$ cat src/rtl/pipeline_hazard_ctrl_if.sv
// Hazard-controller bundle: ID/EX/MEM hazard inputs and pipeline stall/flush controls.
// The master modport is the pipeline datapath side; the slave modport is the controller.
interface pipeline_hazard_ctrl_if #(
  parameter int CNT_W = 16
);
  logic             start_i;
  logic [4:0]       id_rs_addr_i;
  logic [4:0]       id_rt_addr_i;
  logic             id_uses_rt_i;
  logic             id_branch_i;
  logic             id_equal_i;
  logic             ex_reg_write_i;
  logic             ex_mem_read_i;
  logic [4:0]       ex_rd_addr_i;
  logic             mem_req_i;
  logic             mem_ack_i;
  logic             pc_write_o;
  logic             ifid_write_o;
  logic             ifid_flush_o;
  logic             idex_bubble_o;
  logic             pipe_hold_o;
  logic             pc_src_o;
  logic             mem_err_o;
  logic [1:0]       state_o;
  logic [CNT_W-1:0] stall_cnt_o;
  logic [CNT_W-1:0] flush_cnt_o;

  modport master (
    output start_i, id_rs_addr_i, id_rt_addr_i, id_uses_rt_i, id_branch_i, id_equal_i,
           ex_reg_write_i, ex_mem_read_i, ex_rd_addr_i, mem_req_i, mem_ack_i,
    input  pc_write_o, ifid_write_o, ifid_flush_o, idex_bubble_o, pipe_hold_o, pc_src_o,
           mem_err_o, state_o, stall_cnt_o, flush_cnt_o
  );

  modport slave (
    input  start_i, id_rs_addr_i, id_rt_addr_i, id_uses_rt_i, id_branch_i, id_equal_i,
           ex_reg_write_i, ex_mem_read_i, ex_rd_addr_i, mem_req_i, mem_ack_i,
    output pc_write_o, ifid_write_o, ifid_flush_o, idex_bubble_o, pipe_hold_o, pc_src_o,
           mem_err_o, state_o, stall_cnt_o, flush_cnt_o
  );
endinterface

$ cat src/rtl/pipeline_hazard_ctrl.sv
// Stall/flush sequencer for a 5-stage MIPS pipeline with ID-stage branch resolution.
// Optional perf counters are built when HAZARD_PERF_EN is defined; otherwise they read 0.
module pipeline_hazard_ctrl #(
  parameter int MEM_TIMEOUT = 255,
  parameter int CNT_W       = 16
) (
  input logic                  clk_i,
  input logic                  rst_i,
  pipeline_hazard_ctrl_if.slave bus
);
  typedef enum logic [1:0] {RUN = 2'd0, STALL = 2'd1, MEM_WAIT = 2'd2, ERR = 2'd3} state_t;
  typedef enum logic [1:0] {M_GO, M_STALL, M_FREEZE, M_FLUSH} mode_t;

  localparam logic [7:0] WAIT_LAST = 8'(MEM_TIMEOUT - 1);

  state_t     state_q, state_nxt;
  logic       rem_q, rem_nxt;
  logic [7:0] wait_q, wait_nxt;
  logic       err_q, err_nxt;
  mode_t      mode;

  logic       ex_hit, load_hit, alu_hit, busy;
  logic [1:0] stall_n;

  // $0 is hard-wired zero, so a write to it can never create a dependency.
  assign ex_hit = (bus.ex_rd_addr_i != 5'd0) &&
                  ((bus.ex_rd_addr_i == bus.id_rs_addr_i) ||
                   (bus.id_uses_rt_i && bus.ex_rd_addr_i == bus.id_rt_addr_i));
  assign load_hit = bus.ex_mem_read_i && ex_hit;
  assign alu_hit  = bus.ex_reg_write_i && !bus.ex_mem_read_i && ex_hit;
  assign busy     = bus.mem_req_i && !bus.mem_ack_i;

  always_comb begin
    stall_n = 2'd0;
    if (load_hit)
      stall_n = bus.id_branch_i ? 2'd2 : 2'd1;
    else if (alu_hit && bus.id_branch_i)
      stall_n = 2'd1;
  end

  always_comb begin
    state_nxt = state_q;
    rem_nxt   = rem_q;
    wait_nxt  = wait_q;
    err_nxt   = err_q;
    mode      = M_GO;
    if (rst_i || !bus.start_i) begin
      mode = M_FREEZE;
    end else begin
      case (state_q)
        RUN: begin
          if (busy) begin
            mode      = M_FREEZE;
            wait_nxt  = 8'd0;
            state_nxt = MEM_WAIT;
          end else if (stall_n != 2'd0) begin
            mode = M_STALL;
            if (stall_n == 2'd2) begin
              rem_nxt   = 1'b1;
              state_nxt = STALL;
            end
          end else if (bus.id_branch_i && bus.id_equal_i) begin
            mode = M_FLUSH;
          end
        end
        STALL: begin
          // A frozen cycle does not consume the pending stall.
          if (busy) begin
            mode      = M_FREEZE;
            wait_nxt  = 8'd0;
            state_nxt = MEM_WAIT;
          end else begin
            mode      = M_STALL;
            rem_nxt   = 1'b0;
            state_nxt = RUN;
          end
        end
        MEM_WAIT: begin
          if (bus.mem_ack_i) begin
            mode      = M_GO;
            wait_nxt  = 8'd0;
            state_nxt = rem_q ? STALL : RUN;
          end else begin
            mode = M_FREEZE;
            if (wait_q == WAIT_LAST) begin
              err_nxt   = 1'b1;
              state_nxt = ERR;
            end else begin
              wait_nxt = wait_q + 8'd1;
            end
          end
        end
        default: mode = M_FREEZE;
      endcase
    end
  end

  always_comb begin
    bus.pc_write_o    = 1'b1;
    bus.ifid_write_o  = 1'b1;
    bus.ifid_flush_o  = 1'b0;
    bus.idex_bubble_o = 1'b0;
    bus.pipe_hold_o   = 1'b0;
    bus.pc_src_o      = 1'b0;
    case (mode)
      M_STALL: begin
        bus.pc_write_o    = 1'b0;
        bus.ifid_write_o  = 1'b0;
        bus.idex_bubble_o = 1'b1;
      end
      M_FREEZE: begin
        bus.pc_write_o   = 1'b0;
        bus.ifid_write_o = 1'b0;
        bus.pipe_hold_o  = 1'b1;
      end
      M_FLUSH: begin
        bus.pc_src_o     = 1'b1;
        bus.ifid_flush_o = 1'b1;
      end
      default: ;
    endcase
  end

  always_ff @(posedge clk_i) begin
    if (rst_i) begin
      state_q <= RUN;
      rem_q   <= 1'b0;
      wait_q  <= 8'd0;
      err_q   <= 1'b0;
    end else begin
      state_q <= state_nxt;
      rem_q   <= rem_nxt;
      wait_q  <= wait_nxt;
      err_q   <= err_nxt;
    end
  end

  assign bus.mem_err_o = err_q;
  assign bus.state_o   = state_q;

`ifdef HAZARD_PERF_EN
  logic [CNT_W-1:0] stall_cnt_q, flush_cnt_q;

  always_ff @(posedge clk_i) begin
    if (rst_i) begin
      stall_cnt_q <= '0;
      flush_cnt_q <= '0;
    end else begin
      if (bus.start_i && !bus.pc_write_o && stall_cnt_q != '1)
        stall_cnt_q <= stall_cnt_q + 1'b1;
      if (bus.ifid_flush_o && flush_cnt_q != '1)
        flush_cnt_q <= flush_cnt_q + 1'b1;
    end
  end

  assign bus.stall_cnt_o = stall_cnt_q;
  assign bus.flush_cnt_o = flush_cnt_q;
`else
  assign bus.stall_cnt_o = '0;
  assign bus.flush_cnt_o = '0;
`endif
endmodule
$ cat src/flat_wrapper.sv
// flat-port wrapper written by rule: the top's interface ports become plain ports
module pipeline_hazard_ctrl_flat 
#(
  parameter int MEM_TIMEOUT = 255,
  parameter int CNT_W       = 16
)
  (clk_i, rst_i, bus_start_i, bus_id_rs_addr_i, bus_id_rt_addr_i, bus_id_uses_rt_i, bus_id_branch_i, bus_id_equal_i, bus_ex_reg_write_i, bus_ex_mem_read_i, bus_ex_rd_addr_i, bus_mem_req_i, bus_mem_ack_i, bus_pc_write_o, bus_ifid_write_o, bus_ifid_flush_o, bus_idex_bubble_o, bus_pipe_hold_o, bus_pc_src_o, bus_mem_err_o, bus_state_o, bus_stall_cnt_o, bus_flush_cnt_o);
  pipeline_hazard_ctrl_if #(.CNT_W(CNT_W)) bus_i ();
  input logic clk_i;
  input logic rst_i;
  input wire logic [$bits(bus_i.start_i)-1:0] bus_start_i;
  input wire logic [$bits(bus_i.id_rs_addr_i)-1:0] bus_id_rs_addr_i;
  input wire logic [$bits(bus_i.id_rt_addr_i)-1:0] bus_id_rt_addr_i;
  input wire logic [$bits(bus_i.id_uses_rt_i)-1:0] bus_id_uses_rt_i;
  input wire logic [$bits(bus_i.id_branch_i)-1:0] bus_id_branch_i;
  input wire logic [$bits(bus_i.id_equal_i)-1:0] bus_id_equal_i;
  input wire logic [$bits(bus_i.ex_reg_write_i)-1:0] bus_ex_reg_write_i;
  input wire logic [$bits(bus_i.ex_mem_read_i)-1:0] bus_ex_mem_read_i;
  input wire logic [$bits(bus_i.ex_rd_addr_i)-1:0] bus_ex_rd_addr_i;
  input wire logic [$bits(bus_i.mem_req_i)-1:0] bus_mem_req_i;
  input wire logic [$bits(bus_i.mem_ack_i)-1:0] bus_mem_ack_i;
  output wire logic [$bits(bus_i.pc_write_o)-1:0] bus_pc_write_o;
  output wire logic [$bits(bus_i.ifid_write_o)-1:0] bus_ifid_write_o;
  output wire logic [$bits(bus_i.ifid_flush_o)-1:0] bus_ifid_flush_o;
  output wire logic [$bits(bus_i.idex_bubble_o)-1:0] bus_idex_bubble_o;
  output wire logic [$bits(bus_i.pipe_hold_o)-1:0] bus_pipe_hold_o;
  output wire logic [$bits(bus_i.pc_src_o)-1:0] bus_pc_src_o;
  output wire logic [$bits(bus_i.mem_err_o)-1:0] bus_mem_err_o;
  output wire logic [$bits(bus_i.state_o)-1:0] bus_state_o;
  output wire logic [$bits(bus_i.stall_cnt_o)-1:0] bus_stall_cnt_o;
  output wire logic [$bits(bus_i.flush_cnt_o)-1:0] bus_flush_cnt_o;
  assign bus_i.start_i = bus_start_i;
  assign bus_i.id_rs_addr_i = bus_id_rs_addr_i;
  assign bus_i.id_rt_addr_i = bus_id_rt_addr_i;
  assign bus_i.id_uses_rt_i = bus_id_uses_rt_i;
  assign bus_i.id_branch_i = bus_id_branch_i;
  assign bus_i.id_equal_i = bus_id_equal_i;
  assign bus_i.ex_reg_write_i = bus_ex_reg_write_i;
  assign bus_i.ex_mem_read_i = bus_ex_mem_read_i;
  assign bus_i.ex_rd_addr_i = bus_ex_rd_addr_i;
  assign bus_i.mem_req_i = bus_mem_req_i;
  assign bus_i.mem_ack_i = bus_mem_ack_i;
  assign bus_pc_write_o = bus_i.pc_write_o;
  assign bus_ifid_write_o = bus_i.ifid_write_o;
  assign bus_ifid_flush_o = bus_i.ifid_flush_o;
  assign bus_idex_bubble_o = bus_i.idex_bubble_o;
  assign bus_pipe_hold_o = bus_i.pipe_hold_o;
  assign bus_pc_src_o = bus_i.pc_src_o;
  assign bus_mem_err_o = bus_i.mem_err_o;
  assign bus_state_o = bus_i.state_o;
  assign bus_stall_cnt_o = bus_i.stall_cnt_o;
  assign bus_flush_cnt_o = bus_i.flush_cnt_o;
  pipeline_hazard_ctrl #(.MEM_TIMEOUT(MEM_TIMEOUT), .CNT_W(CNT_W)) u_core (.clk_i(clk_i), .rst_i(rst_i), .bus(bus_i));
endmodule
$ cat config.mk
export PLATFORM = sky130hd
export DESIGN_NAME = pipeline_hazard_ctrl_flat
export DESIGN_NICKNAME = d
export VERILOG_FILES = /design/src/rtl/pipeline_hazard_ctrl_if.sv /design/src/rtl/pipeline_hazard_ctrl.sv /design/src/flat_wrapper.sv
export SDC_FILE = /design/constraint.sdc
export NUM_CORES = 1
export LEC_CHECK = 0
export ABC_AREA = 1
export CORE_MARGIN = 2
export CORE_UTILIZATION = 41
export DETAILED_ROUTE_END_ITERATION = 8
export PLACE_DENSITY = 0.8
export SLEW_MARGIN = 20
export SYNTH_ARGS = -nofsm -noshare
export SYNTH_HDL_FRONTEND = slang
export SYNTH_SLANG_ARGS = --single-unit
$ cat constraint.sdc
create_clock -name clk_i -period 2.38 [get_ports clk_i]
set_input_delay 0.476 -clock clk_i [delete_from_list [all_inputs] [get_ports clk_i]]
set_output_delay 0.476 -clock clk_i [all_outputs]
set_load 0.05 [all_outputs]
* Word level (Yosys, flattened, before mapping) *
Cells that the tools add are included.

cells by class
  $add $sub $neg = 1
  multiply operators = 0
  div/mod/pow operators = 0
  $lt $le $gt $ge = 0
  eq/ne operators = 18
  shift operators = 0
  muxes and demuxes = 31
  bitwise operators = 2
  reductions and logical operators = 25

operators with widths
  operator               number
  $mux W2                14
  $mux W8                3
  $pmux W8 S2            1
  $pmux W2 S3            2
  $eq A5 B5 Y1           2
  $mux W1                10
  $add A8 B1 Y8 const B  1
  $eq A2 B2 Y1 const B   4
  $eq A8 B8 Y1 const B   1
  $logic_and A1 B1 Y1    8
  $reduce_and A4 Y1      2
  $ne A2 B1 Y1 const B   3
  $ne A3 B1 Y1 const B   2
  $reduce_and A6 Y1      1
  $reduce_bool A2 Y1     3
  $reduce_and A5 Y1      1
  $reduce_bool A5 Y1     1
  $eq A2 B1 Y1 const B   2
  $ne A2 B2 Y1 const B   2
  $reduce_or A2 Y1       2
  $logic_not A1 Y1       3
  $ne A3 B2 Y1 const B   1
  $ne A3 B3 Y1 const B   1
  $reduce_bool A3 Y1     1
  4 further kinds        6

storage, ports and cells
  register bits = 12
  bits in latches = 0
  RAM bits = 0
  ROM bits = 0
  output and inout port bits = 41
  logic and storage cells = 81
  memories = 0

* Longest topological paths before layout *
Gate-level depths: netlist (run 1).

  depth in word-level cells = 16
  mapped depth = 12
  depth with buffers taken out = 12

* Least setup slack after synthesis (run 1) *
OpenSTA, ideal clock, no wires.

  path kind = reg-to-output
  start = register u_core.state_q[0], in the netlist u_core.bus.state_o[0]
  end = output port bus_pc_write_o
  data arrival time = 2.509 ns
  data required time = 1.904 ns
  path slack = -0.605 ns
  stages on the path, launching flop included = 11
  buffers on the path = 1
  cell sequence = dfxtp_1 -> inv_1 -> ha_1 -> inv_1 -> nor2_1 -> inv_1 -> o21ai_0 -> a211oi_1 -> o21ai_0 -> ha_1 -> buf_4

on the way
  cells in the longest elaborated chain, start to end = 6
  elaborated cells on any way between the ends = 9
  classes of those cells = eq/ne: 4; mux: 3; reduce/logical: 2

RTL lines
  what                                                 line                         text
  from (decl)                                          pipeline_hazard_ctrl.sv:16   state_t state_q, state_nxt;
  from (signal assigned)                               pipeline_hazard_ctrl.sv:131  state_q <= state_nxt;
  $eq A2 B2 Y1, or another cell as far along           pipeline_hazard_ctrl.sv:50   case (state_q)
  $pmux W2 S3 *                                        pipeline_hazard_ctrl.sv:50
  $mux W2 *                                            pipeline_hazard_ctrl.sv:47   if (rst_i || !bus.start_i) begin
  $eq A2 B1 Y1 / $eq A2 B2 Y1 (equally long branches)  --
  $reduce_or A2 Y1 (no line) *                         --
  $mux W1 *                                            --
  to (decl)                                            flat_wrapper.sv:22           output wire logic [$bits(bus_i.pc_write_o)-1:0] bus_pc_write_o;

Mark *: on every way between the ends. The rest lies on a longest branch, timed or not.

* Worst setup path in the final report (run 1) *
  start = register u_core.state_q[0], in the netlist u_core.bus.state_o[0]
  end = output port bus_ifid_write_o

on the way
  cells in the longest elaborated chain, start to end = 6
  elaborated cells on any way between the ends = 9
  classes of those cells = eq/ne: 4; mux: 3; reduce/logical: 2

RTL lines
  what                                                 line                         text
  $eq A2 B2 Y1, or another cell as far along           pipeline_hazard_ctrl.sv:50
  $pmux W2 S3 *                                        pipeline_hazard_ctrl.sv:50
  $mux W2 *                                            pipeline_hazard_ctrl.sv:47
  $eq A2 B1 Y1 / $eq A2 B2 Y1 (equally long branches)  pipeline_hazard_ctrl.sv:105  case (mode)
  $reduce_or A2 Y1 (no line) *                         --
  $mux W1 *                                            pipeline_hazard_ctrl.sv:105
  to (decl)                                            flat_wrapper.sv:23           output wire logic [$bits(bus_i.ifid_write_o)-1:0] bus_ifid_write_o;

Marks and branches as above.

==> results of run 1 <==
layout by cell type, fill, tap and decap left out, drive strengths merged, types with 6 or more instances in the layout:
| cell type | netlist | final |
|---|---|---|
| o21ai | 7 | 7 |
| dfxtp | 12 | 12 |
| clkdlybuf4s15 | 0 | 9 |
| nand2 | 64 | 64 |
| buf | 34 | 47 |
| nor3 | 6 | 6 |
| nor2 | 21 | 21 |
| conb | 1 | 32 |
| inv | 35 | 35 |
| ha | 9 | 9 |
| nand3 | 8 | 8 |
| dlygate4sd2 | 0 | 10 |
| a21oi | 7 | 7 |
registers in the layout, summed over array words and instances (netlist names):
signal	count
u_core.bus.mem_err_o	1
u_core.bus.state_o	2
u_core.rem_q	1
u_core.wait_q	8
cell type report:
class / count / area (um^2)
clock buffer: 4 / 36.3
timing repair buffer: 70 / 657
multi-input combinational: 166 / 983
inverter: 35 / 141
fill: 239 / 957
tap: 44 / 55.1
sequential: 12 / 248
power groups by stage:
| stage | Sequential, uW | Combinational, uW | Clock [uW] |
|---|---|---|---|
| 2_1_floorplan | 222 | 277 | 0 |
| 3_3_place_gp | 214 | 352 | 0 |
| 3_5_place_dp | 214 | 355 | 0 |
| 4_1_cts | 211 | 379 | 174 |
| 5_1_grt | 212 | 449 | 180 |
| 6_report | 211 | 424 | 171 |
stage by stage:
stage	setup slack (ns)	instance area, um^2	instances
6_report	-0.00406	2120	331
5_1_grt	-0.0986	2120	331
4_1_cts	0.000514	1960	321
3_3_place_gp	-0.298	1800	307
2_1_floorplan	-0.0553	1490	247
3_5_place_dp	-0.312	1800	307
logic make-up (layout without fill, tap and decap cells):
family	after synthesis	count (layout)	synth area share (%)
compound gates	18	18	7.91
flops	12	12	17.9
buf+inv	69	109	29.1
other cells	1	32	0.279
fa+ha+maj	9	9	8.38
xor+xnor	3	3	1.96
simple gates	104	104	34.5
metal layers:
layer  share of wire, %  global-route usage, %  up-vias  wire length [um]
met5                  0                      0        -                 0
met4                2.4                   7.45        0                84
met3                5.5                   1.89        9               194
met2                 50                   33.3       64              1780
met1                 42                   20.4      628              1470
li1                   -                      -      741                 -
timing repair:
| item | in CTS | in global routing |
|---|---|---|
| pin swaps | 24 | 14 |
| buffers inserted | 11 | 10 |
| resized for setup | 66 | 22 |
| endpoints found under the setup margin | 6 | 14 |
critical path, stage by stage, from the launching register on:
cell and delay [ns]:
sky130_fd_sc_hd__dfxtp_4 0.36, sky130_fd_sc_hd__buf_6 0.13, sky130_fd_sc_hd__ha_4 0.16, sky130_fd_sc_hd__nor2_4 0.10, sky130_fd_sc_hd__inv_2 0.06, sky130_fd_sc_hd__a211oi_4 0.25, sky130_fd_sc_hd__o21ai_4 0.11, sky130_fd_sc_hd__ha_4 0.31
sky130_fd_sc_hd__buf_12 0.13
final timing paths:
| path | end | startpoint | cells after the start | slack, ns |
|---|---|---|---|---|
| worst max register to register | u_core.wait_q[0] | u_core.bus.state_o[0] | 17 | 0.05 |
| worst max-delay path | bus_ifid_write_o | u_core.bus.state_o[0] | 8 | -0.004 |
| worst min register to register | u_core.rem_q | u_core.rem_q | 2 | 0.46 |
| worst min-delay path | u_core.rem_q | u_core.rem_q | 2 | 0.46 |
==> results.txt, run 1 <==
----------------------------------------------------
[Clock tree]
  Clock tree root buffer cell ... sky130_fd_sc_hd__clkbuf_4
  Clock insertion delay at the later pin of the skew report ... 0.29 ns
  Clock H-tree levels ... 1
  Clock Pin Slew Worst Setup and Hold Paths ... 0.08 ns
  Number of buffers created by CTS ... 3
  TritonCTS clock tree ... yes
  Clock sink count ... 12
  Buffer depth of the longest clock path ... 2
  Cts hold-fix bufs ... 0

[Critical path]
  Arrival time at the worst endpoint ... 1.91 ns
  Type of destination of the critical path ... output pin
  Category of the critical setup timing path ... flip-flop to output pin
  Required time at the endpoint of the critical path ... 1.90 ns
  Biggest fanout along the worst timing path ... 3
  Crit path launch type ... flip-flop

[Timing]
  Worst relative slew slack ... 65.6%
  Final worst path period need ... 2.38 ns
  Worst Slack Setup Final ... -0.00406 ns
  Final Skew ... 0.00251 ns
  Smallest hold slack ... 0.461 ns
  Final-report hold violation count ... 0
  Number of pins with negative max-slew slack in the final report ... 0
  Fin Setup TNS ... -0.00776 ns
  Achievable frequency ... 0.419 GHz
  Ratio of final minimum period to clock period ... 100%
  Unrepaired setup endpoints after global routing ... true
  Pin slew with the least headroom to its limit ... 0.514 ns
  Final-report setup violation count ... 2

[Route]
  Count of unresolved DRC violations after routing ... 0
  Length of the first detailed-routing pass in iterations ... 4
  ANT nets after route ... 0
  Number of violations reported at the end of detailed-routing iteration 0 ... 45
  Routed wirelength normalized by instance count ... 10.7 um
  Number of vias per cell ... 4.36
  Aggregate routed wire length ... 3530 um
  DR vias ... 1,442

[Die]
  Starting Density ... 43.7%
  Core Region ... 3080 um^2
  Total Die Area ... 3750 um^2
  Total number of placement rows ... 20
  Number of placed I/O pins ... 66
  Die outline height ... 61.3 um
  Chip Width ... 61.3 um

[Yosys]
  Register area share after synthesis ... 17.9%
  Largest cells by area after synthesis ... sky130_fd_sc_hd__buf_4 (19%), sky130_fd_sc_hd__dfxtp_1 (18%), sky130_fd_sc_hd__nand2_1 (17%)
  Gate count of the mapped netlist ... 216
  Syn Std Cell Area ... 1340 um^2
  Commonest cells in the synthesized netlist ... sky130_fd_sc_hd__nand2_1 (62), sky130_fd_sc_hd__buf_4 (34), sky130_fd_sc_hd__inv_1 (25)
  Distinct cell type count of the synthesized netlist ... 29
  Share of the synthesized area in the top cell type ... 19.0%
  Post-synth ARST share ... 0%
  Post-synthesis average cell area ... 6.22 um^2
  Cell with the most instances after synthesis ... sky130_fd_sc_hd__nand2_1
  Leading area contributor after synthesis ... sky130_fd_sc_hd__buf_4
  Number of warnings issued by yosys ... 0
  Prevailing post-synth register cell ... sky130_fd_sc_hd__dfxtp_1
  Number of enable-type register cells in the synthesized netlist ... 0
  Post-synthesis sequential element count ... 12

[Placed design]
  IO Port Bufs ... 33
  Final RePlAce weighted congestion ... 0.790
  Final HPWL DP ... 2240 um

[Run status]
  Result of the run ... finished, violations left
  Failing checks ... setup timing

[Hold path]
  Class of the tightest hold or removal check ... flip-flop to flip-flop

[Power and ir drop]
  Logic gate share of total power ... 52.6%
  Switching part of the total power ... 43.7%
  P_sw ... 352 uW
  Internal power ... 454 uW
  Clock network power share ... 21.2%
  Proportion of power drawn by flip-flops and latches ... 26.2%
  Post-route total power ... 807 uW
  Worst IR Drop VDD ... 0.291 mV
  Power per cell area ... 380 nW/um^2
  Leakage power total ... 0.00107 uW

[Global routing]
  Global-route usage over all layers ... 17.8%
  Wire length of the first global-routing pass ... 5020 um
  Largest net degree at the start of global routing ... 8
  Initial antenna violation count ... 0
  Overall overflow remaining after global route ... 0
  Number of global-route vias before repair ... 1,210

[Finish]
  Synthesis-to-finish area growth ... 57.8%
  Finished Core Util ... 68.9%
  Fraction of final layout cells sized beyond drive strength 1 ... 34.8%
  Antenna Cells ... 0
  Post-layout net count ... 322

[Job]
  Total of max-cap violations ... 0

----------------------------------------------------
No activity file was read; power rests on OpenSTA's default activity.
==> run 2: changes to the inputs <==
CORE_UTILIZATION = 42   (was 41)
CTS_BUF_LIST = sky130_fd_sc_hd__clkbuf_4   (was not set)
PLACE_DENSITY = 0.82   (was 0.8)
==> results.txt, run 2 (synthesized netlist as in run 1, its figures left out) <==
----------------------------------------------------
[Finish]
  Final design instance area without fill ... 2050 um^2 (-3.3%)
  Leading cell types in the layout, fill and taps excluded ... sky130_fd_sc_hd__nand2_1 (57), sky130_fd_sc_hd__conb_1 (32), sky130_fd_sc_hd__buf_4 (29)
  Footprint of the multi-input gates ... 983 um^2 (unchanged)
  FILL cells ... 262 (+9.6%)
  Number of flip-flops under the largest register name ... 8 (unchanged)
  Top reg by flops ... u_core.wait_q
  Fraction of final layout cells sized beyond drive strength 1 ... 35.1% (+0.26 points)
  Synthesis-to-finish area growth ... 52.6%
  Most common library cell in the layout ignoring fill and taps ... sky130_fd_sc_hd__nand2_1
  Post-layout net count ... 317 (-1.6%)
  Sequential cell area ... 248 um^2 (unchanged)
  Antenna Cells ... 0 (unchanged)

[Critical path]
  Category of the critical setup timing path ... flip-flop to output pin
  R2R setup slack ... 0.19 ns (+0.14 ns)
  Path depth of the worst reg2reg path ... 18 (+1)
  Startpoint of the worst-slack reg-to-reg timing path ... u_core.bus.state_o[0]
  Launching instance or port of the critical path ... u_core.bus.state_o[0]
  List of cells traversed by the critical path ... inv_4, buf_6, ha_4, buf_6, a211oi_4, o21ai_4, ha_4, buf_12
  Endpoint of the lowest-slack register-to-register path ... u_core.wait_q[2]
  Biggest fanout along the worst timing path ... 4 (+1)
  Arrival time at the worst endpoint ... 1.91 ns (about the same)
  Required time at the endpoint of the critical path ... 1.90 ns (about the same)
  Crit path launch type ... flip-flop
  Capturing element of the worst setup path ... bus_ifid_write_o
  Type of destination of the critical path ... output pin
  Largest incremental delay on the critical path ... 0.38 ns (+0.02 ns)
  Slowest CP cell ... sky130_fd_sc_hd__dfxtp_4

[Timing]
  Final worst path period need ... 2.38 ns (-0.000496 ns)
  Unrepaired setup endpoints after global routing ... true
  Worst relative slew slack ... 65.8% (+0.19 points)
  Worst Slack Setup Final ... -0.00357 ns (+0.000496 ns)
  Pin slew with the least headroom to its limit ... 0.511 ns (-0.00289 ns)
  Achievable frequency ... 0.420 GHz (about the same)
  Final-report hold violation count ... 0 (unchanged)
  Final Skew ... 0.000493 ns (-0.00202 ns)
  Number of pins with negative max-slew slack in the final report ... 0 (unchanged)
  Ratio of final minimum period to clock period ... 100% (about the same)
  Final-report setup violation count ... 2 (unchanged)

[Die]
  Chip Width ... 60.6 um (-1.1%)
  Core Region ... 3050 um^2 (-0.81%)
  Total Die Area ... 3670 um^2 (-2.2%)
  Die outline height ... 60.6 um (-1.1%)
  Starting Density ... 44.0% (+0.36 points)
  Total number of placement rows ... 20 (unchanged)
  Number of placed I/O pins ... 66 (unchanged)

[Power and ir drop]
  Internal power ... 411 uW (-9.6%)
  Power per cell area ... 372 nW/um^2 (-2.3%)
  Switching part of the total power ... 46.1% (+2.4 points)
  Leakage power total ... 0.00104 uW (-3.3%)
  Proportion of power drawn by flip-flops and latches ... 27.7% (+1.5 points)
  P_sw ... 352 uW (-0.20%)
  Worst IR Drop VDD ... 0.298 mV (+2.5%)
  Post-route total power ... 762 uW (-5.5%)
  Logic gate share of total power ... 53.9% (+1.3 points)
  Clock network power share ... 18.4% (-2.8 points)

[Route]
  Number of vias per cell ... 4.34 (-0.30%)
  Number of violations reported at the end of detailed-routing iteration 0 ... 88 (+96%)
  DR vias ... 1,416 (-1.8%)
  Routed wirelength normalized by instance count ... 10.6 um (-0.74%)
  Count of unresolved DRC violations after routing ... 0 (unchanged)
  Length of the first detailed-routing pass in iterations ... 4 (unchanged)
  Aggregate routed wire length ... 3460 um (-2.2%)
  ANT nets after route ... 0 (unchanged)

[Clock tree]
  Clock insertion delay at the later pin of the skew report ... 0.28 ns (about the same)
  Buffer depth of the longest clock path ... 2 (unchanged)
  Clock H-tree levels ... 1 (unchanged)
  Number of buffers created by CTS ... 3 (unchanged)
  Clock tree root buffer cell ... sky130_fd_sc_hd__clkbuf_4
  TritonCTS clock tree ... yes
  Clock sink count ... 12 (unchanged)
  Clock Pin Slew Worst Setup and Hold Paths ... 0.08 ns (about the same)

[Placed design]
  Final HPWL DP ... 2290 um (+2.2%)
  Placed Area ... 1800 um^2 (unchanged)
  IO Port Bufs ... 33 (unchanged)
  Final RePlAce weighted congestion ... 0.795 (+0.68%)

[Hold path]
  Class of the tightest hold or removal check ... flip-flop to flip-flop

[Run status]
  Result of the run ... finished, violations left
  Failing checks ... setup timing

[Global routing]
  Wire length of the first global-routing pass ... 5330 um (+6.2%)
  Global-route usage over all layers ... 18.7% (+0.86 points)
  Largest net degree at the start of global routing ... 8 (unchanged)
  Overall overflow remaining after global route ... 0 (unchanged)
  Number of global-route vias before repair ... 1,320 (+9.1%)
  Initial antenna violation count ... 0 (unchanged)

[Job]
  Total of max-cap violations ... 0 (unchanged)

----------------------------------------------------
[run 2: what timing repair did]
item | 4_1_cts | 5_1_grt
resized for setup | 73 | 29
hold buffers | 0 | 0
gates cloned | 0 | 0
buffers inserted | 10 | 7
setup endpoints to repair | 6 | 14
pin swaps | 24 | 15
[run 2: critical path, delay by kind of cell, from the launching register on]
family                   cells  cell delay, ns
adder cells (fa/ha/maj)      2            0.47
buffers and inverters        4            0.40
flip-flops                   1            0.38
AO/OA/AOI/OAI                2            0.37
[run 2: stage by stage]
step	utilization, %	instances	hold slack [ns]	worst slack, ns	setup TNS (ns)
6_report	67.2	326	0.468	-0.00357	-0.00696
5_1_grt	67.2	326	0.499	-0.0811	-0.242
3_3_place_gp	58.9	307	0.443	-0.292	-1.56
4_1_cts	62.7	320	0.469	0.000304	0
2_1_floorplan	-	247	0.433	-0.0553	-0.0621
3_5_place_dp	58.9	307	0.451	-0.323	-1.75
[run 2: worst min path at each step]
stage	from	to	slack [ns]	cells after the start
6_report	u_core.rem_q	u_core.rem_q	0.47	2
5_1_grt	u_core.rem_q	u_core.rem_q	0.50	2
4_1_cts	u_core.rem_q	u_core.rem_q	0.47	2
3_5_place_dp	u_core.rem_q	u_core.rem_q	0.45	2
3_3_place_gp	u_core.rem_q	u_core.rem_q	0.44	2
2_1_floorplan	u_core.rem_q	u_core.rem_q	0.43	2
[run 2: power groups by stage]
stage,logic [uW],registers (uW),clock network (uW)
floorplan,277,222,0
global placement,352,214,0
detailed placement,355,215,0
CTS,366,211,143
global route,440,212,152
finish,411,211,140
[run 2: cell type report]
cell class,count,share of cell area (%)
Clock buffer,3,1.10
Clock inverter,1,0.183
Inverter,35,7.38
Multi-Input combinational cell,166,48.0
Sequential cell,12,12.1
Tap cell,44,2.68
Timing Repair Buffer,65,28.6
[run 2: metal layers]
layer | GRT usage [%] | routed length [um] | vias to the layer above
met4 | 7.14 | 34 | 0
met5 | 0 | 0 | -
met2 | 34.6 | 1820 | 53
li1 | - | - | 734
met1 | 21.4 | 1360 | 623
met3 | 2.99 | 241 | 6
==> run 3: changes to the inputs <==
ABC_AREA = not set   (was 1)
CORE_UTILIZATION = 46   (was 42)
DONT_BUFFER_PORTS = 1   (was not set)
PLACE_DENSITY = 0.6   (was 0.82)
==> results.txt, run 3 <==
----------------------------------------------------
[Finish]
  FILL cells ... 218 (-17%)
  Synthesis-to-finish area growth ... 18.2%
  Top reg by flops ... u_core.wait_q
  Number of cells in the finished layout apart from fillers ... 191 (-41%)
  Leading cell types in the layout, fill and taps excluded ... sky130_fd_sc_hd__conb_1 (32), sky130_fd_sc_hd__nor2_1 (15), sky130_fd_sc_hd__buf_4 (15)
  Sequential cell area ... 248 um^2 (unchanged)
  Post-layout net count ... 196 (-38%)
  Antenna Cells ... 0 (unchanged)
  Footprint of the multi-input gates ... 897 um^2 (-8.8%)
  Fraction of final layout cells sized beyond drive strength 1 ... 28.0% (-7.2 points)
  Number of flip-flops under the largest register name ... 8 (unchanged)
  Most common library cell in the layout ignoring fill and taps ... sky130_fd_sc_hd__conb_1

[Job]
  Total of max-cap violations ... 0 (unchanged)

[Hold path]
  Class of the tightest hold or removal check ... input pin to flip-flop
  Worst Hold Path Cells ... 1 (-1)
  Min-Delay Startpoint ... rst_i
  Endpoint, Worst Hold ... u_core.bus.mem_err_o

[Yosys]
  Largest cells by area after synthesis ... sky130_fd_sc_hd__buf_4 (22%), sky130_fd_sc_hd__dfxtp_1 (20%), sky130_fd_sc_hd__ha_1 (9.6%)
  Leading area contributor after synthesis ... sky130_fd_sc_hd__buf_4
  Register area share after synthesis ... 20.4% (+2.5 points)
  Post-synthesis average cell area ... 8.18 um^2 (+31%)
  Commonest cells in the synthesized netlist ... sky130_fd_sc_hd__buf_4 (34), sky130_fd_sc_hd__nor2_1 (16), sky130_fd_sc_hd__dfxtp_1 (12)
  Number of enable-type register cells in the synthesized netlist ... 0 (unchanged)
  Syn Std Cell Area ... 1180 um^2 (-12%)
  Post-synth ARST share ... 0% (unchanged)
  Distinct cell type count of the synthesized netlist ... 31 (+6.9%)
  Prevailing post-synth register cell ... sky130_fd_sc_hd__dfxtp_1
  Cell with the most instances after synthesis ... sky130_fd_sc_hd__buf_4
  Post-synthesis sequential element count ... 12 (unchanged)
  Gate count of the mapped netlist ... 144 (-33%)
  Share of the synthesized area in the top cell type ... 21.7% (+2.7 points)
  Number of warnings issued by yosys ... 0 (unchanged)

[Power and ir drop]
  Proportion of power drawn by flip-flops and latches ... 33.5% (+5.8 points)
  Internal power ... 359 uW (-13%)
  Logic gate share of total power ... 43.1% (-11 points)
  P_sw ... 257 uW (-27%)
  Power per cell area ... 443 nW/um^2 (+19%)
  Worst IR Drop VDD ... 0.372 mV (+25%)
  Switching part of the total power ... 41.7% (-4.4 points)
  Clock network power share ... 23.5% (+5.1 points)
  Leakage power total ... 0.000592 uW (-43%)

[Critical path]
  Type of destination of the critical path ... output pin
  Path depth of the worst reg2reg path ... 13 (-5)
  Required time at the endpoint of the critical path ... 1.90 ns (about the same)
  Biggest fanout along the worst timing path ... 4 (unchanged)
  Category of the critical setup timing path ... flip-flop to output pin
  Endpoint of the lowest-slack register-to-register path ... u_core.wait_q[6]
  R2R setup slack ... 0.13 ns (-0.06 ns)
  Arrival time at the worst endpoint ... 2.00 ns (+0.09 ns)
  Startpoint of the worst-slack reg-to-reg timing path ... u_core.bus.state_o[1]
  Crit path launch type ... flip-flop

[Timing]
  Final-report hold violation count ... 0 (unchanged)
  Worst Slack Setup Final ... -0.0917 ns (-0.0882 ns)
  Number of pins with negative max-slew slack in the final report ... 0 (unchanged)
  Pin slew with the least headroom to its limit ... 0.507 ns (-0.00398 ns)
  Worst relative slew slack ... 66.2% (+0.33 points)
  Final worst path period need ... 2.47 ns (+0.0882 ns)
  Final-report setup violation count ... 5 (+3)
  Final Skew ... 0.000884 ns (+0.000391 ns)
  Ratio of final minimum period to clock period ... 104% (+3.7 points)
  Unrepaired setup endpoints after global routing ... true
  Achievable frequency ... 0.405 GHz (-3.6%)

[Route]
  Number of vias per cell ... 4.77 (+9.9%)
  Routed wirelength normalized by instance count ... 11.6 um (+9.4%)
  ANT nets after route ... 0 (unchanged)
  Number of violations reported at the end of detailed-routing iteration 0 ... 6 (-93%)
  DR vias ... 912 (-36%)
  Aggregate routed wire length ... 2210 um (-36%)
  Length of the first detailed-routing pass in iterations ... 4 (unchanged)
  Count of unresolved DRC violations after routing ... 0 (unchanged)

[Clock tree]
  Clock Pin Slew Worst Setup and Hold Paths ... 0.08 ns (about the same)
  Clock insertion delay at the later pin of the skew report ... 0.27 ns (about the same)
  Buffer depth of the longest clock path ... 2 (unchanged)
  Number of buffers created by CTS ... 3 (unchanged)
  Clock H-tree levels ... 1 (unchanged)
  Clock sink count ... 12 (unchanged)
  TritonCTS clock tree ... yes
  Clock tree root buffer cell ... sky130_fd_sc_hd__clkbuf_4
  Cts hold-fix bufs ... 0 (unchanged)

[Run status]
  Result of the run ... finished, violations left
  Failing checks ... setup timing

[Placed design]
  IO Port Bufs ... 0 (-100%)
  Final HPWL DP ... 1740 um (-24%)
  Worst slack, placed ... 0.00284 ns (+0.326 ns)
  Number of placed cells counting well taps ... 175 (-43%)
  Final RePlAce weighted congestion ... 0.799 (+0.45%)

[Global routing]
  Largest net degree at the start of global routing ... 11 (+3)
  Global-route usage over all layers ... 16.5% (-2.2 points)
  Initial antenna violation count ... 0 (unchanged)
  Met1 track demand over resource ... 18.9% (-2.4 points)
  GR met3 Demand/Resource ... 6.01% (+3.0 points)
  Number of global-route vias before repair ... 876 (-34%)
  Wire length of the first global-routing pass ... 3610 um (-32%)
  Most Crowded Layer GR ... met2
  Overall overflow remaining after global route ... 0 (unchanged)
  Global-route track usage on met2 ... 29.4% (-5.2 points)

[Die]
  Core Region ... 2450 um^2 (-20%)
  Starting Density ... 48.0% (+3.9 points)
  Die outline height ... 54.6 um (-9.9%)
  Number of placed I/O pins ... 66 (unchanged)
  Chip Width ... 54.6 um (-9.9%)
  Total Die Area ... 2980 um^2 (-19%)
  Total number of placement rows ... 18 (-10%)

----------------------------------------------------
[run 3: cells by family after synthesis]
group,after synthesis,synth area share (%)
AO/OA/AOI/OAI,16,10.3
other,1,0.319
flip-flops,12,20.4
buffers and inverters,42,24.2
AND/OR/NAND/NOR,44,19.8
multiplexers,3,2.76
adder cells (fa/ha/maj),9,9.56
XOR/XNOR,17,12.6
[run 3: worst max-delay path: stages, from the launching register on]
cell and delay (ns):
sky130_fd_sc_hd__dfxtp_4 0.37, sky130_fd_sc_hd__ha_4 0.17, sky130_fd_sc_hd__nor3b_4 0.21, sky130_fd_sc_hd__nand2_1 0.10, sky130_fd_sc_hd__o21bai_1 0.17, sky130_fd_sc_hd__a41o_2 0.27
sky130_fd_sc_hd__ha_4 0.30, sky130_fd_sc_hd__buf_12 0.13
[run 3: timing repair]
action                     CTS  global route
pin swaps                    9             1
buffers inserted            11             1
resized for setup           11             3
gates cloned                 0             0
setup endpoints to repair    6            13
[run 3: per-stage QoR]
stage | TNS, ns | hold slack, ns | power [uW] | utilization [%] | cell area (um^2)
finish | -0.360 | 0.265 | 616 | 56.7 | 1390
global route | -0.756 | 0.256 | 645 | 56.7 | 1390
CTS | -0.329 | 0.262 | 615 | 55.6 | 1370
detailed placement | 0 | 0.506 | 448 | 48.8 | 1200
global placement | 0 | 0.498 | 445 | 48.8 | 1200
floorplan | -0.0222 | 0.480 | 468 | - | 1370
[run 3: power groups by stage]
stage	Combinational (uW)	Sequential (uW)	Clock, uW
2_1_floorplan	254	214	0
3_3_place_gp	235	210	0
3_5_place_dp	238	210	0
4_1_cts	259	206	150
5_1_grt	283	207	155
6_report	265	206	145
[run 3: layout make-up]
cell class	instances	share of cell area, %
Sequential cell	12	17.8
Timing Repair Buffer	17	11.0
Clock buffer	4	2.16
Inverter	7	1.89
Multi-Input combinational cell	121	64.5
Tap cell	30	2.70
[run 3: per-layer routing]
metal,up-vias,wire [um]
met5,-,0
met1,418,946
met4,0,0
met3,0,213
li1,449,-
met2,45,1050
[run 3: worst max-delay path by stage]
| stage | start | end | slack [ns] |
|---|---|---|---|
| 3_3_place_gp | bus_ex_rd_addr_i[0] | bus_pc_write_o | 0.009 |
| 2_1_floorplan | bus_ex_rd_addr_i[3] | bus_pc_write_o | -0.02 |
| 3_5_place_dp | bus_ex_rd_addr_i[4] | bus_idex_bubble_o | 0.003 |
| 6_report | u_core.bus.state_o[1] | bus_pc_write_o | -0.09 |
| 4_1_cts | u_core.bus.state_o[1] | bus_pc_write_o | -0.09 |
| 5_1_grt | u_core.bus.state_o[1] | bus_pc_write_o | -0.16 |
